### src/rtl/muldiv_pkg.sv
// Shared definitions for the iterative multiply/divide unit: op encodings, FSM states,
// default operand width and small op-classification helpers.
package muldiv_pkg;

  localparam int XLEN_DEF = 32;

  typedef enum logic [2:0] {
    OP_MUL   = 3'd0,
    OP_MULH  = 3'd1,
    OP_MULHU = 3'd2,
    OP_DIV   = 3'd3,
    OP_DIVU  = 3'd4,
    OP_REM   = 3'd5,
    OP_REMU  = 3'd6,
    OP_RSVD  = 3'd7
  } op_e;

  typedef enum logic [1:0] {
    IDLE,
    CALC,
    FIX,
    DONE
  } state_e;

  function automatic logic op_is_mul(input op_e op);
    return op inside {OP_MUL, OP_MULH, OP_MULHU};
  endfunction

  function automatic logic op_is_div(input op_e op);
    return op inside {OP_DIV, OP_DIVU, OP_REM, OP_REMU};
  endfunction

  // Ops whose operands are interpreted as two's-complement (MUL low half is sign-agnostic).
  function automatic logic op_is_signed(input op_e op);
    return op inside {OP_MULH, OP_DIV, OP_REM};
  endfunction

endpackage

### src/rtl/muldiv_abs.sv
// Conditional two's-complement negate: used for operand magnitudes and result sign fix-up.
module muldiv_abs #(
  parameter int W = 32
) (
  input  logic         i_neg,
  input  logic [W-1:0] i_val,
  output logic [W-1:0] o_val
);

  assign o_val = i_neg ? (~i_val + W'(1)) : i_val;

endmodule

### src/rtl/muldiv_unit.sv
// Iterative M-extension multiply/divide: radix-2 shift-add multiply, restoring divide,
// XLEN iterations per op. Optional MULDIV_EARLY_OUT_EN bypasses the loop for zero operands.
module muldiv_unit
  import muldiv_pkg::*;
#(
  parameter int XLEN = XLEN_DEF
) (
  input  logic            clk,
  input  logic            rst,
  input  logic            start,
  input  logic [2:0]      op,
  input  logic [XLEN-1:0] rs1,
  input  logic [XLEN-1:0] rs2,
  output logic            busy,
  output logic            done,
  output logic [XLEN-1:0] result
);

  localparam int CW = $clog2(XLEN);

  state_e            r_state;
  op_e               r_op;
  logic [2*XLEN-1:0] r_acc;
  logic [XLEN-1:0]   r_b;
  logic [CW-1:0]     r_count;
  logic              r_neg_q;
  logic              r_neg_r;

  op_e               w_op;
  logic              w_neg_a;
  logic              w_neg_b;
  logic [XLEN-1:0]   w_mag_a;
  logic [XLEN-1:0]   w_mag_b;
  logic              w_div_zero;
  logic              w_ovf;
  logic              w_early;
  logic              w_special;
  logic [2*XLEN-1:0] w_acc_init;

  assign w_op    = op_e'(op);
  assign w_neg_a = op_is_signed(w_op) & rs1[XLEN-1];
  assign w_neg_b = op_is_signed(w_op) & rs2[XLEN-1];

  muldiv_abs #(.W(XLEN)) u_abs_a (.i_neg(w_neg_a), .i_val(rs1), .o_val(w_mag_a));
  muldiv_abs #(.W(XLEN)) u_abs_b (.i_neg(w_neg_b), .i_val(rs2), .o_val(w_mag_b));

  assign w_div_zero = op_is_div(w_op) && (rs2 == '0);
  assign w_ovf      = ((w_op == OP_DIV) || (w_op == OP_REM)) &&
                      (rs1 == {1'b1, {(XLEN-1){1'b0}}}) && (rs2 == '1);

`ifdef MULDIV_EARLY_OUT_EN
  assign w_early = (op_is_mul(w_op) && ((rs1 == '0) || (rs2 == '0))) ||
                   (op_is_div(w_op) && (rs1 == '0) && (rs2 != '0));
`else
  assign w_early = 1'b0;
`endif

  assign w_special = w_div_zero || w_ovf || w_early || (w_op == OP_RSVD);

  // Special cases preload the accumulator so FIX's normal select yields the fixed answer:
  // high half is read as remainder, low half as quotient.
  always_comb begin
    w_acc_init = {{XLEN{1'b0}}, w_mag_a};
    if ((w_op == OP_RSVD) || w_early) begin
      w_acc_init = '0;
    end else if (w_div_zero) begin
      w_acc_init = {rs1, {XLEN{1'b1}}};
    end else if (w_ovf) begin
      w_acc_init = {{XLEN{1'b0}}, rs1};
    end
  end

  // Multiply step: conditional add into the high half, then shift the whole accumulator right.
  logic [XLEN:0]     w_mul_sum;
  logic [2*XLEN-1:0] w_mul_next;

  assign w_mul_sum  = {1'b0, r_acc[2*XLEN-1:XLEN]} + (r_acc[0] ? {1'b0, r_b} : {(XLEN+1){1'b0}});
  assign w_mul_next = {w_mul_sum, r_acc[XLEN-1:1]};

  // Restoring divide step: shift in the next dividend bit, subtract divisor when it fits.
  logic [XLEN:0]     w_shift;
  logic              w_ge;
  logic [XLEN-1:0]   w_diff;
  logic [2*XLEN-1:0] w_div_next;

  assign w_shift    = {r_acc[2*XLEN-1:XLEN], r_acc[XLEN-1]};
  assign w_ge       = (w_shift >= {1'b0, r_b});
  assign w_diff     = w_shift[XLEN-1:0] - r_b;
  assign w_div_next = w_ge ? {w_diff, r_acc[XLEN-2:0], 1'b1}
                           : {w_shift[XLEN-1:0], r_acc[XLEN-2:0], 1'b0};

  logic [2*XLEN-1:0] w_fix_prod;
  logic [XLEN-1:0]   w_fix_q;
  logic [XLEN-1:0]   w_fix_r;
  logic [XLEN-1:0]   w_fix_result;

  muldiv_abs #(.W(2*XLEN)) u_fix_prod (.i_neg(r_neg_q), .i_val(r_acc), .o_val(w_fix_prod));
  muldiv_abs #(.W(XLEN)) u_fix_q (.i_neg(r_neg_q), .i_val(r_acc[XLEN-1:0]), .o_val(w_fix_q));
  muldiv_abs #(.W(XLEN)) u_fix_r (.i_neg(r_neg_r), .i_val(r_acc[2*XLEN-1:XLEN]), .o_val(w_fix_r));

  always_comb begin
    w_fix_result = '0;
    case (r_op)
      OP_MUL:                  w_fix_result = w_fix_prod[XLEN-1:0];
      OP_MULH, OP_MULHU:       w_fix_result = w_fix_prod[2*XLEN-1:XLEN];
      OP_DIV, OP_DIVU:         w_fix_result = w_fix_q;
      OP_REM, OP_REMU:         w_fix_result = w_fix_r;
      default:                 w_fix_result = '0;
    endcase
  end

  // busy/done are registered from the current state, so they trail the state by one edge.
  always_ff @(posedge clk or posedge rst) begin
    if (rst) begin
      r_state <= IDLE;
      r_op    <= OP_MUL;
      r_acc   <= '0;
      r_b     <= '0;
      r_count <= '0;
      r_neg_q <= 1'b0;
      r_neg_r <= 1'b0;
      busy    <= 1'b0;
      done    <= 1'b0;
      result  <= '0;
    end else begin
      busy <= (r_state != IDLE);
      done <= (r_state == DONE);
      case (r_state)
        IDLE: begin
          if (start) begin
            r_op    <= w_op;
            r_acc   <= w_acc_init;
            r_b     <= w_mag_b;
            r_count <= '0;
            r_neg_q <= (w_neg_a ^ w_neg_b) & ~w_special;
            r_neg_r <= w_neg_a & ~w_special;
            r_state <= w_special ? FIX : CALC;
          end
        end
        CALC: begin
          r_acc   <= op_is_mul(r_op) ? w_mul_next : w_div_next;
          r_count <= r_count + CW'(1);
          if (r_count == CW'(XLEN-1)) begin
            r_state <= FIX;
          end
        end
        FIX: begin
          result  <= w_fix_result;
          r_state <= DONE;
        end
        DONE: begin
          r_state <= IDLE;
        end
        default: begin
          r_state <= IDLE;
        end
      endcase
    end
  end

endmodule

### config.mk
export PLATFORM = sky130hd
export DESIGN_NAME = muldiv_unit
export DESIGN_NICKNAME = d
export VERILOG_FILES = /design/src/rtl/muldiv_pkg.sv /design/src/rtl/muldiv_abs.sv /design/src/rtl/muldiv_unit.sv
export SDC_FILE = /design/constraint.sdc
export NUM_CORES = 1
export LEC_CHECK = 0
export CORE_ASPECT_RATIO = 0.5
export CORE_MARGIN = 4
export CORE_UTILIZATION = 45
export DETAILED_ROUTE_END_ITERATION = 8
export PLACE_DENSITY = 0.63
export SETUP_SLACK_MARGIN = 0.1
export SYNTH_ARGS = -nofsm -noshare
export SYNTH_HDL_FRONTEND = slang
export SYNTH_SLANG_ARGS = --single-unit
### constraint.sdc
create_clock -name clk -period 4.2 [get_ports clk]
set_clock_uncertainty 0.1 [all_clocks]
set_input_delay 0.42 -clock clk [delete_from_list [all_inputs] [get_ports clk]]
set_output_delay 0.42 -clock clk [all_outputs]
set_load 0.02 [all_outputs]
# Word-level counts from Yosys, hierarchy flattened
# Cells that the tools add are included.
# word_totals
ff_bits	142
in_bits	70
output_inout_bits	34
wordCells	90
# classes
addsub	8
order_cmp	1
n_eq_ne	20
muxes	20
bitwise_logic	11
n_reduce_logical	20
# op_table
operator	count
$mux 64	6
$mux 32	6
$add 32x1->32 const B	4
$not 32->32	4
$pmux 32 s4	1
$pmux 64 s2	1
$add 64x1->64 const B	1
$eq 32x32->1 const B	2
$not 64->64	1
$add 32x32->33	1
$ge 33x32->1	1
$logic_not 32->1	1
$sub 32x32->32	1
$eq 3x3->1 const B	7
$pmux 5 s2	1
$eq 3x2->1 const B	3
$pmux 2 s4	1
$eq 3x1->1 const B	2
$mux 2	3
$reduce_and 2->1	3
$reduce_bool 3->1	2
$reduce_or 2->1	3
$add 5x1->5 const B	1
$eq 5x5->1 const B	1
other kinds (13)	23

# Logic depth before layout (Yosys ltp)
# Gate-level depths: netlist (run 1).
# logic_depth
depth_word	9
ltp_mapped	14
ltp_nobuf	13

# Modules after synthesis
# Synthesis (run 1) repeated with hierarchy kept, for this count alone.
# hier_totals
hier_cells	1966
area_unflattened_um2	16260.6
# modules_own_cells
mod	n_inst	cells_per_inst	area_per_inst_um2	seq_area_each_um2
muldiv_unit	1	1373	11622.4	3553.4
muldiv_abs at u_abs_a ...	4	99	777.0	0.0
muldiv_abs at u_fix_prod	1	197	1530.2	0.0

# Least setup slack after synthesis (run 1)
# No wires, ideal clock.
# synth_timing
path_kind	reg-to-reg
start	reg r_acc[32]
end	reg result[26]
arrival_time_ns	3.415
required_ns	3.974
slack_ns	0.559
path_stages_with_launch	12
period_less_slack_ns	3.641
cell_sequence	dfrtp_1 inv_1 ha_1 or3b_4 nand2b_1 or4b_1 or4_1 or4_1 nand2_1 xor2_1 o22ai_1 a221o_1
# synth_between
elab_chain_cells	4
word_cells_on_any_way	7
classes_between	2 x add/sub; 3 x mux; 2 x bitwise
# synth_lines
element	line_no	text
from (decl)	muldiv_unit.sv:23	logic [2*XLEN-1:0] r_acc;
from (signal assigned)	muldiv_unit.sv:132	r_acc <= w_acc_init;
from (signal assigned)	muldiv_unit.sv:141	r_acc <= op_is_mul(r_op) ? w_mul_next : w_div_next;
$not 64->64 / $not 32->32 (equally long branches)	muldiv_abs.sv:10	assign o_val = i_neg ? (~i_val + W'(1)) : i_val;
$add 64x1->64 / $add 32x1->32 (equally long branches)	muldiv_abs.sv:10	
$mux 64 / $mux 32 (equally long branches)	muldiv_abs.sv:10	
$pmux 32 s4 (*)	muldiv_unit.sv:103	case (r_op)
to (signal assigned)	muldiv_unit.sv:148	result <= w_fix_result;
to (decl)	muldiv_unit.sv:16	output logic [XLEN-1:0] result
# Every way passes the cells marked *; elsewhere a longest branch is shown, timed or not.
# A chain may end at the register's enable or synchronous reset.

# Worst setup path in the final report (run 1)
# Ends and elaborated chain as after synthesis.

==> results of run 1 <==
-- sequential cells by signal, indices dropped and copies added (netlist names), 2 cells and up --
signal and count:
r_acc 64, r_b 32, r_count 5, r_op 3, r_state 2, result 32
-- final cells by class --
class                   count  area, sq um  area share (%)
multi-input cells        1614         9978           60.95
flip-flops and latches    142         3555           21.71
repair buffers            165         1509           9.217
well taps                 423        529.3           3.233
clock buffers              19        432.9           2.644
inverters                  71        270.3           1.651
clock inverters            11        97.59          0.5961
-- path summary, 6_finish.rpt --
| kind | startpoint | to | slack [ns] | cells after the start |
|---|---|---|---|---|
| max reg2reg | r_acc[32]$_DFFE_PP0P_ | result[26]$_DFFE_PP0P_ | 0.38 | 11 |
| min reg2reg | r_b[30]$_DFFE_PP0P_ | r_b[30]$_DFFE_PP0P_ | 0.38 | 2 |
| max in group asynchronous | rst | r_acc[6]$_DFFE_PP0P_ | 2.72 | 3 |
| min in group clk | r_b[30]$_DFFE_PP0P_ | r_b[30]$_DFFE_PP0P_ | 0.38 | 2 |
| min | rst | result[8]$_DFFE_PP0P_ | 0.31 | 2 |
| max | r_acc[32]$_DFFE_PP0P_ | result[26]$_DFFE_PP0P_ | 0.38 | 11 |
-- power breakdown --
group,internal (uW),switching [uW]
registers,2040,970
logic,4280,7050
clock network,803,681
total,7110,8700
-- cell usage in the layout, fill, tap and decap left out, types with 67 or more instances in the layout --
cell type | Yosys | layout
nand2_1 | 260 | 259
a21oi_1 | 229 | 228
xor2_1 | 104 | 104
clkdlybuf4s50_1 | 0 | 103
xnor2_1 | 84 | 84
ha_1 | 75 | 74
dfrtp_1 | 142 | 141
o21ai_0 | 153 | 152
nor2_1 | 194 | 193
inv_1 | 69 | 67
-- per-stage QoR --
step | utilization [%] | hold slack, ns | cells | setup slack, ns | power (uW)
6_report | 53.16 | 0.3117 | 2445 | 0.3799 | 15810
3_3_place_gp | 51.43 | 0.3593 | 2415 | 0.3507 | 13910
2_1_floorplan | - | 0.3453 | 1952 | 0.5589 | 10560
3_5_place_dp | 51.43 | 0.3667 | 2415 | 0.2882 | 13980
5_1_grt | 53.16 | 0.3540 | 2445 | 0.1894 | 16890
4_1_cts | 53.15 | 0.3163 | 2445 | 0.2822 | 15480
-- layer usage --
layer / GRT usage, % / share of wire, % / vias to the layer above
met5: 0 / 0.050 / -
met4: 8.261 / 2.5 / 4
met3: 9.753 / 11 / 103
met2: 41.87 / 40 / 680
met1: 44.80 / 46 / 7179
li1: - / - / 7139
-- what timing repair did --
action / CTS / global route
endpoints found under the hold margin: 0 / 0
hold buffers: 0 / 0
endpoints found under the setup margin: 0 / 1
gates resized for setup: 0 / 2
-- worst max-delay path: stages (launching register included) --
cell	delay, ns
dfrtp_2	0.51
inv_2	0.15
ha_1	0.19
or3b_4	0.41
nand2b_1	0.19
or4b_1	0.56
or4_1	0.46
or4_1	0.44
nand2_1	0.11
xor2_1	0.14
o22ai_1	0.10
a221o_1	0.36
-- cell families after synthesis --
kind of cell,synth area share [%]
AOI/OAI and AO/OA,28.22
xor gates and xnor gates,11.55
adders and majority gates,6.861
buffers and inverters,5.343
DFF,24.92
muxes,0.8598
and+or+nand+nor,22.26
==> metrics, run 1 <==
Worst-path clk slew about 0.06 ns; final hold viol count 0; hpwl dp roughly 42000 um; Root Buffer clkbuf_16; slew margin rel. between 20 and 25%; Max Cap Violations 0; nature of the critical path endpoint register; Yosys reg bits between 100 and 150; setup TNS 0 ns; P&R area growth vs syn 14.80%; post-route ant nets 0; Mean Syn Cell Area about 7.3 sq um; final setup fails 0; GRT Resource Usage Total between 30 and 40%; number of buffers added on ports between 100 and 150; min-delay worst type input pin to async pin; Power Density 965.9 nW/um^2; vias approximately 15000; Leak Pwr slightly below 0.007 uW; Yosys top cell by area dfrtp_1; commonest cells in the netlist nand2_1, a21oi_1, nor2_1; CP Data Required Time approximately 4.4 ns; CP arrival a little over 4 ns; Period Utilization, post-route 90.96%; Fill cells a little over 3000; first-pass GRT wire length 81850 um; ys flop type dfrtp_1; die span in x 259.8 um; routability cong. ~1; layout cells sized above 1 6.528%; Total Die Area roughly 35000 sq um; unrepaired setup endpoints after global routing false; FFs w/ async S/R, synth 100.0%; CP max FO 9; Max Clock Freq 0.2618 GHz; DR WL/cell about 22 um; cts bufs inserted 17; Routed WL approximately 54000 um; DIE HEIGHT 133.9 um; Pre-Repair DR Iteration Count 6; Max VDD drop a little over 0.0004 V; antenna violations before repair 3; Tightest Pin Transition 1.154 ns; Post-CTS Setup Repair Bufs 0; Final min period around 3.8 ns; layout net count between 2000 and 2500; mapped cell area ~14000 sq um; Yosys top cell area share 24.92%; YS warnings 0; clk sinks ~140; Syn Nets between 2000 and 2500; sequential share of the synthesized area 24.92%; Avg Vias per Cell between 6 and 7; placed inst area 15840 sq um; core area about 31000 sq um; TritonCTS clock tree built; Max clock buf depth 2; Iter 0 DRT Violations roughly 1700; Synth area leaders dfrtp_1, a21oi_1, nand2_1; count leader, synth nand2_1; I/O pin total about 100; worst skew pair latency about 0.46 ns; drc violations 0; htree depth 4; EDFF count, synth 0; Yosys cell types 79; fin. max-slew vios 0; Antenna Cells 0; GR Overflow Total 0; status complete, no violations; row count 45; largest net degree at the start of global routing 90; Startpoint Class register; Initial Utilization 46.31%; Crit Path Class register to register; number of global-route vias before repair 13710; Final Cell Area 16370 sq um; synthesized instance count around 2000
Note: power is estimated with default switching activity, not from simulation.
==> inputs of run 2 (changes only) <==
--- a/config.mk
+++ b/config.mk
@@ -5,10 +5,10 @@
 export SDC_FILE = /design/constraint.sdc
 export NUM_CORES = 1
 export LEC_CHECK = 0
-export CORE_ASPECT_RATIO = 0.5
 export CORE_MARGIN = 4
 export CORE_UTILIZATION = 45
 export DETAILED_ROUTE_END_ITERATION = 8
+export GPL_TIMING_DRIVEN = 1
 export PLACE_DENSITY = 0.63
 export SETUP_SLACK_MARGIN = 0.1
 export SYNTH_ARGS = -nofsm -noshare
==> constraint.sdc (replaced) <==
create_clock -name clk -period 4.2 [get_ports clk]
set_clock_uncertainty 0.1 [all_clocks]
set_input_delay 0.42 -clock clk [delete_from_list [all_inputs] [get_ports clk]]
set_output_delay 0.42 -clock clk [all_outputs]
set_load 0.01 [all_outputs]
==> run 2 against run 1 <==
Net effect:
- via count up 0.89%
- register-to-register slack hardly changed
- wire length is 2.3% higher
- combinational power hardly changed
- critical endpoint unchanged
- largest power group unchanged
==> metrics, run 2 (synthesis gave the netlist of run 1 again) <==
CP Capture Point result[26]$_DFFE_PP0P_; DR WL/cell between 20 and 25 um; max incr delay on CP about 0.56 ns; R2R setup slack between 0.3 and 0.4 ns; GR Overflow Total 0; Final min period around 3.8 ns; Met1 Wirelength about 24000 um; max reg flops 64; hpwl dp 43010 um; Tightest Pin Transition 1.087 ns; slew margin rel. roughly 27%; Iter 0 DRT Violations 1464; CP cell instances inv_1, ha_1, or3b_4, nand2b_1, or4b_1, or4_1, or4_1, nand2_1, xor2_1, o22ai_1, a221o_1; final setup fails 0; Antenna Cells 0; WHS 0.1920 ns; Worst-path clk slew 0.06 ns; Period Utilization, post-route around nine tenths; Regs by FF count r_acc (64), r_b (32), result (32); row count 64; Avg Vias per Cell around 6.3; clk sinks roughly 140; routability cong. between 1 and 1.5; core area 30910 sq um; CP max FO 7; max layer used met4; die span in x 186.0 um; CP Data Required Time roughly 4.4 ns; cells on worst reg2reg path 11; met2 WL 23760 um; Root Buffer clkbuf_16; fin. max-slew vios 0; worst skew pair latency between 0.4 and 0.5 ns; P&R area growth vs syn 15.28%; number of global-route vias before repair 14360; Max VDD drop 0.0005023 V; Max Cap Violations 0; htree depth 4; cell with the largest stage delay on the worst path or4b_1; most frequent cells in the layout nand2_1, a21oi_1, nor2_1; most common cell after layout, fill and taps aside nand2_1; first-pass GRT wire length around 84000 um; cts bufs inserted 17; GRT Resource Usage Total about a third; number of buffers added on ports between 100 and 150; Max Clock Freq about 0.26 GHz; met3 WL post-DR approximately 4800 um; nature of the critical path endpoint register; largest net degree at the start of global routing 67; Power Density roughly 980 nW/um^2; crit-path most repeated cell or4_1; post-route ant nets 0; DIE HEIGHT ~190 um; layout cells sized above 1 between 6 and 7%; vias approximately 15000; I/O pin total approximately 100; CP arrival between 4 and 5 ns; TritonCTS clock tree built; Initial Utilization 46.14%; status complete, no violations; final hold viol count 0; critical path's top delay family simple AND/OR/NAND/NOR gates; Startpoint Class register; Crit. Startpoint r_acc[33]$_DFFE_PP0P_; Max clock buf depth 2; post-cts sizing count 0; setup TNS 0 ns; CP Buf/Inv Count 1; Levels on crit path 11; Most flops, register r_acc; Post-CTS Hold Fix Bufs 0; Routed WL 55410 um; Total Die Area ~35000 sq um; R2R Path Start r_acc[33]$_DFFE_PP0P_; layout net count ~2200; Crit Path Class register to register; Post-CTS Setup Repair Bufs 0; drc violations 0; Leak Pwr roughly 0.0068 uW; antenna violations before repair 1; unrepaired setup endpoints after global routing false; min-delay worst type input pin to async pin; Pre-Repair DR Iteration Count 6; worst reg2reg endpoint result[26]$_DFFE_PP0P_
run 2: changes by cell type in the layout (fill, tap and decap cells not counted):
cell        previous run  this run
buf_12                 1         0
buf_4                 61        68
bufinv_16              1         3
clkbuf_1               2         3
clkbuf_8               0         2
clkinv_2               4         3
clkinvlp_4             5         3
dfrtp_1              141       142
dfrtp_2                1         0
inv_1                 67        68
inv_2                  2         1
run 2: worst min path at each step:
stage | endpoint | startpoint | depth (start not counted)
2_1_floorplan | r_count[4]$_DFFE_PP0P_ | r_count[4]$_DFFE_PP0P_ | 2
3_3_place_gp | r_b[19]$_DFFE_PP0P_ | r_b[19]$_DFFE_PP0P_ | 2
3_5_place_dp | r_count[4]$_DFFE_PP0P_ | r_count[4]$_DFFE_PP0P_ | 2
4_1_cts | result[4]$_DFFE_PP0P_ | rst | 2
5_1_grt | result[4]$_DFFE_PP0P_ | rst | 2
6_report | result[4]$_DFFE_PP0P_ | rst | 2
run 2: power breakdown:
group | total, uW | leakage, uW | internal (uW) | switching, uW
Sequential | 3010 | 0.00173 | 2030 | 974
Clock | 1610 | 0.000290 | 965 | 642
Combinational | 11500 | 0.00481 | 4320 | 7200
run 2: final cells by class:
class	count	area [sq um]
inverters	71	270.3
well taps	396	495.5
clock inverters	10	137.6
multi-input cells	1614	9978
repair buffers	171	1541
flip-flops and latches	142	3553
clock buffers	22	464.2
fillers	3054	14470
run 2: worst reg2reg max path: stages (launching register included):
cell	delay (ns)
dfrtp_1	0.47
inv_1	0.17
ha_1	0.22
or3b_4	0.42
nand2b_1	0.20
or4b_1	0.56
or4_1	0.46
or4_1	0.45
nand2_1	0.10
xor2_1	0.14
o22ai_1	0.09
a221o_1	0.34
run 2: metal layers:
| metal | vias to the layer above | GRT usage (%) |
|---|---|---|
| li1 | 7138 | - |
| met5 | - | 0 |
| met3 | 159 | 6.371 |
| met1 | 7198 | 42.54 |
| met2 | 745 | 47.33 |
| met4 | 0 | 16.82 |
run 2: per-stage QoR:
stage	power (uW)	area (sq um)	util, %	std cells	setup slack, ns
after CTS	15860	16440	53.19	2426	0.3752
after detailed placement	14210	15840	51.24	2394	0.3868
after global routing	17220	16440	53.19	2426	0.1978
after global placement	14130	15840	51.24	2394	0.4394
after floorplan	10450	14260	-	1952	0.5589
final	16130	16440	53.19	2426	0.3746
